### src/rtl/mult_pipe_pkg.sv
// Shared ALU definitions: function-select encodings and multiplier operand-sign helpers.
// Latency: n/a (types and pure functions only).
// Backpressure: n/a.
package mult_pipe_pkg;

  // ALU operation select. Only the four multiplier encodings are handled by mult_pipe.
  typedef enum logic [3:0] {
    ALU_ADD    = 4'd0,
    ALU_SUB    = 4'd1,
    ALU_AND    = 4'd2,
    ALU_OR     = 4'd3,
    ALU_XOR    = 4'd4,
    ALU_SLL    = 4'd5,
    ALU_SRL    = 4'd6,
    ALU_SRA    = 4'd7,
    ALU_MUL    = 4'd8,
    ALU_MULH   = 4'd9,
    ALU_MULHU  = 4'd10,
    ALU_MULHSU = 4'd11
  } AluFunc;

  // Operand A is treated as two's complement for MULH and MULHSU.
  function automatic logic a_is_signed(AluFunc f);
    return (f == ALU_MULH) || (f == ALU_MULHSU);
  endfunction

  // Operand B is treated as two's complement only for MULH.
  function automatic logic b_is_signed(AluFunc f);
    return (f == ALU_MULH);
  endfunction

endpackage

### src/rtl/mult_stage.sv
// One pipeline register slice carrying valid, tag, function select and payload.
// Latency: 1 cycle when enabled.
// Backpressure: holds every field while i_en = 0; flush clears valid regardless of enable.
module mult_stage
  import mult_pipe_pkg::*;
#(
  parameter int PAY_W = 64,
  parameter int TAG_W = 5
) (
  input  logic             i_clk,
  input  logic             i_rst_n,
  input  logic             i_en,
  input  logic             i_flush,
  input  logic             i_vld,
  input  logic [TAG_W-1:0] i_tag,
  input  AluFunc           i_func,
  input  logic [PAY_W-1:0] i_pay,
  output logic             o_vld,
  output logic [TAG_W-1:0] o_tag,
  output AluFunc           o_func,
  output logic [PAY_W-1:0] o_pay
);

  logic             r_vld;
  logic [TAG_W-1:0] r_tag;
  AluFunc           r_func;
  logic [PAY_W-1:0] r_pay;

  // Register slice: reset beats flush, flush beats advance; sideband/payload move only on enable.
  always_ff @(posedge i_clk) begin
    if (!i_rst_n) begin
      r_vld  <= 1'b0;
      r_tag  <= '0;
      r_func <= ALU_ADD;
      r_pay  <= '0;
    end else begin
      if (i_flush) begin
        r_vld <= 1'b0;
      end else if (i_en) begin
        r_vld <= i_vld;
      end
      if (i_en) begin
        r_tag  <= i_tag;
        r_func <= i_func;
        r_pay  <= i_pay;
      end
    end
  end

  assign o_vld  = r_vld;
  assign o_tag  = r_tag;
  assign o_func = r_func;
  assign o_pay  = r_pay;

endmodule

### src/rtl/mult_pipe.sv
// Pipelined WIDTH x WIDTH multiplier (MUL/MULH/MULHU/MULHSU) returning a sideband tag.
// Latency: STAGES cycles from acceptance to out_valid when not stalled.
// Backpressure: whole pipe advances on out_ready || !out_valid; in_ready equals that enable.
module mult_pipe
  import mult_pipe_pkg::*;
#(
  parameter int WIDTH  = 32,
  parameter int STAGES = 3,
  parameter int TAG_W  = 5
) (
  input  logic             clk_in,
  input  logic             rst_n_in,
  input  logic             in_valid,
  output logic             in_ready,
  input  logic [WIDTH-1:0] a,
  input  logic [WIDTH-1:0] b,
  input  AluFunc           alufunc,
  input  logic [TAG_W-1:0] in_tag,
  input  logic             flush,
  output logic             out_valid,
  input  logic             out_ready,
  output logic [WIDTH-1:0] data_out,
  output logic [TAG_W-1:0] out_tag
);

  localparam int PROD_W = 2 * WIDTH;

  logic              w_en;
  logic [PROD_W-1:0] w_a_ext;
  logic [PROD_W-1:0] w_b_ext;

  // Index 0 is the input side; index STAGES is the output register.
  logic              w_vld  [0:STAGES];
  logic [TAG_W-1:0]  w_tag  [0:STAGES];
  AluFunc            w_func [0:STAGES];
  logic [PROD_W-1:0] w_pay  [0:STAGES];

  assign w_en     = out_ready || !out_valid;
  assign in_ready = w_en;

  // Extending both operands to 2*WIDTH with the per-function sign makes the truncated
  // product exact for every signedness combination, so one multiplier serves all four ops.
  assign w_a_ext = {{WIDTH{a_is_signed(alufunc) & a[WIDTH-1]}}, a};
  assign w_b_ext = {{WIDTH{b_is_signed(alufunc) & b[WIDTH-1]}}, b};

  assign w_vld[0]  = in_valid;
  assign w_tag[0]  = in_tag;
  assign w_func[0] = alufunc;
  assign w_pay[0]  = w_a_ext * w_b_ext;

  generate
    for (genvar g = 0; g < STAGES; g++) begin : g_stage
      mult_stage #(
        .PAY_W (PROD_W),
        .TAG_W (TAG_W)
      ) u_stage (
        .i_clk   (clk_in),
        .i_rst_n (rst_n_in),
        .i_en    (w_en),
        .i_flush (flush),
        .i_vld   (w_vld[g]),
        .i_tag   (w_tag[g]),
        .i_func  (w_func[g]),
        .i_pay   (w_pay[g]),
        .o_vld   (w_vld[g+1]),
        .o_tag   (w_tag[g+1]),
        .o_func  (w_func[g+1]),
        .o_pay   (w_pay[g+1])
      );
    end
  endgenerate

  assign out_valid = w_vld[STAGES];
  assign out_tag   = w_tag[STAGES];

  // Result half select from the registered full product; unsupported functions yield zero.
  always_comb begin
    data_out = '0;
    case (w_func[STAGES])
      ALU_MUL:                          data_out = w_pay[STAGES][WIDTH-1:0];
      ALU_MULH, ALU_MULHU, ALU_MULHSU:  data_out = w_pay[STAGES][PROD_W-1:WIDTH];
      default:                          data_out = '0;
    endcase
  end

endmodule

### config.mk
export PLATFORM = sky130hd
export DESIGN_NAME = mult_pipe
export DESIGN_NICKNAME = d
export VERILOG_FILES = /design/src/rtl/mult_pipe_pkg.sv /design/src/rtl/mult_stage.sv /design/src/rtl/mult_pipe.sv
export SDC_FILE = /design/constraint.sdc
export NUM_CORES = 2
export LEC_CHECK = 0
export CAP_MARGIN = 20
export CELL_PAD_IN_SITES_DETAIL_PLACEMENT = 0
export CELL_PAD_IN_SITES_GLOBAL_PLACEMENT = 2
export CORE_UTILIZATION = 30
export DETAILED_ROUTE_END_ITERATION = 10
export DONT_BUFFER_PORTS = 1
export GPL_TIMING_DRIVEN = 0
export PLACE_DENSITY = 0.67
export SLEW_MARGIN = 5
export SYNTH_ARGS = -nofsm -noshare
export SYNTH_HDL_FRONTEND = slang
export SYNTH_SLANG_ARGS = --single-unit
### constraint.sdc
create_clock -name clk_in -period 11.8 [get_ports clk_in]
set_input_delay 1.18 -clock clk_in [delete_from_list [all_inputs] [get_ports clk_in]]
set_output_delay 1.18 -clock clk_in [all_outputs]
set_load 0.05 [all_outputs]
==> reports/qor.yml <==
cpMostUsedCell: "fa_1"
post_cts_buffers: 0
clk_pin_slew_ps: 60
rows: 143
gp_congestion: 0.941
syn_area_sq_mm: 0.0458
ant_nets: 0
drtIter0Drc: 2905
synth_top_area_frac: 0.491
wl_per_cell_um: 26.3
ioPinCount: 117
rsz0062_at_grt: "no"
critical_path_class: "in2reg"
ys_seq_area_frac: 0.0969
skew_ps: 9.18
syn2layout_area_growth_pct: 8.28
synth_edf_count: 0
slew-limit-headroom: 0.0978
antenna_found_initial: 23
ys_warn_count: 0
critPathCaptureType: "flop"
cp.required_ps: 12190
initial_core_util: 0.302
synth_area_leaders: "fa_1, nand2_1, dfxtp_1"
grt_pass1_vias: 37800
die_h_um: 393
final_cell_mix: "nand2_1, inv_1, fa_1, clkbuf_1, and2_1"
synth_top_flop_cell: "dfxtp_1"
die_x_um: 393
drive_above_1_share: 0.0187
ctsRootBufferMaster: "clkbuf_16"
min_path_type: "reg2reg"
tritoncts: "yes"
dp_slack_ps: -1410
cp_slowest_stage_delay_ps: 800
synthArstFlopShare: 0
cts_buffer_depth: 3
clk_latency_ps: 510
path_buf_inv: 7
setup_viol: 0
dp_hpwl_um: 163000
overflow: 0
synth_top_cell_by_area: "fa_1"
min_from: "g_stage[2].u_stage.o_func[2]"
vias_per_cell: 4.78
finalInstanceArea_sq_mm: 0.0496
placed_area_sq_mm: 0.0487
crit_arrival_ps: 11760
maxCapViolations: 0
fin_crit_ps: 11370
avgSynthCellArea_sq_um: 8.76
cp-start-kind: "primary input"
cts_num_sinks: 222
layout_commonest_cell: "nand2_1"
fmax_ghz: 0.0879
status: "finished clean"
ys_ff_latch: 222
grt_use_total: 0.255
drt_first_pass_iters: 5
cts_buffers: 22
syn_nets: 6646
dieArea_sq_mm: 0.154
h-tree-depth: 1
finalMaxSlewViolations: 0
fillers: 16300
startpoint: "alufunc[0]"
grt_pass1_wl_um: 278000
cp_slowest_cell: "fa_2"
fin_crit_sh: 0.964
fin_ws_ps: 428
grt_max_degree: 15
crit_family: "adder cells"
routed_wl_um: 193000
vias: 35200
yosysUniqueCellTypes: 66
numPortBuffers: 0
synthCells: 5231
drc: 0
core_sq_mm: 0.152
cp_max_fo: 10
worstReg2RegStart: "g_stage[2].u_stage.o_vld"
hold_viol_final: 0
worst_slew_pin_slew_ps: 1350
nets: 6697
cell families (layout without fill, tap and decap cells):
logic type,count (synthesis),in the layout,synth area share
other cells,0,25,0
flops,222,222,0.0969
xor+xnor,75,75,0.0143
simple gates,1665,1665,0.158
fa+ha+maj,1337,1337,0.549
buf+inv,1484,1548,0.122
compound gates,448,448,0.0603
sequential cells by signal (all words and copies together), names as in the netlist:
register                cells
g_stage.u_stage.o_tag      15
g_stage.u_stage.o_func     12
g_stage.u_stage.o_pay     192
g_stage.u_stage.o_vld       3
path summary, 6_finish.rpt:
path / to / slack, ps / cells after the start
max: g_stage[0].u_stage.o_pay[63] / 430 / 29
min: g_stage[2].u_stage.o_func[2] / 450 / 2
max reg2reg: g_stage[0].u_stage.o_pay[1] / 9060 / 6
min reg2reg: g_stage[2].u_stage.o_func[2] / 450 / 2
synth_stat cells, drive strengths merged (13+ instances only):
| library cell | number |
|---|---|
| inv | 1172 |
| a211oi | 14 |
| xor2 | 25 |
| dfxtp | 222 |
| ha | 212 |
| xnor2 | 50 |
| buf | 13 |
| a21oi | 262 |
| nor2 | 68 |
| nand3 | 21 |
| fa | 1125 |
| and2 | 294 |
| nand2 | 1201 |
| o21ai | 43 |
| a22o | 32 |
| a21o | 34 |
| and3 | 14 |
| clkbuf | 299 |
| nand4 | 16 |
tightest hold or removal path: stages, from the launching register on:
cell and delay [ps]:
dfxtp_1 300, nand2_1 50, a21oi_1 50
through the flow:
stage                     hold slack (ps)  setup TNS, ps  std cells  utilization
after global routing                  467              0       7325        0.326
after global placement                435          -9550       7261        0.319
final                                 447              0       7350        0.327
after floorplan                       425              0       5231            -
after CTS                             449              0       7316        0.325
after detailed placement              443          -6020       7279        0.321
per-layer routing:
layer  GRT usage  up-vias  wire, um
met3      0.0539      231     16000
li1            -    15300         -
met1       0.352    18300     84300
met4      0.0787        6      6510
met5           0        -        46
met2       0.400     1289     86000
repair_timing:
| action | in CTS | in global routing |
|---|---|---|
| resized for setup | 4 | 3 |
| endpoints found under the setup margin | 4 | 4 |
| hold buffers | 0 | 0 |
cell type report:
class | count | area [sq um] | area share
Sequential cell | 222 | 4440 | 0.0895
Multi-Input combinational cell | 3525 | 35800 | 0.722
Timing Repair Buffer | 27 | 445 | 0.00897
Tap cell | 2030 | 2540 | 0.0512
Inverter | 1172 | 4400 | 0.0887
Clock buffer | 30 | 632 | 0.0127
Clock inverter | 7 | 87.6 | 0.00176
Antenna cell | 25 | 62.6 | 0.00126
Buffer | 312 | 1180 | 0.0238
Power is not shown: default switching activity piles up to over one toggle a cycle in this logic, so the estimate is an artifact.
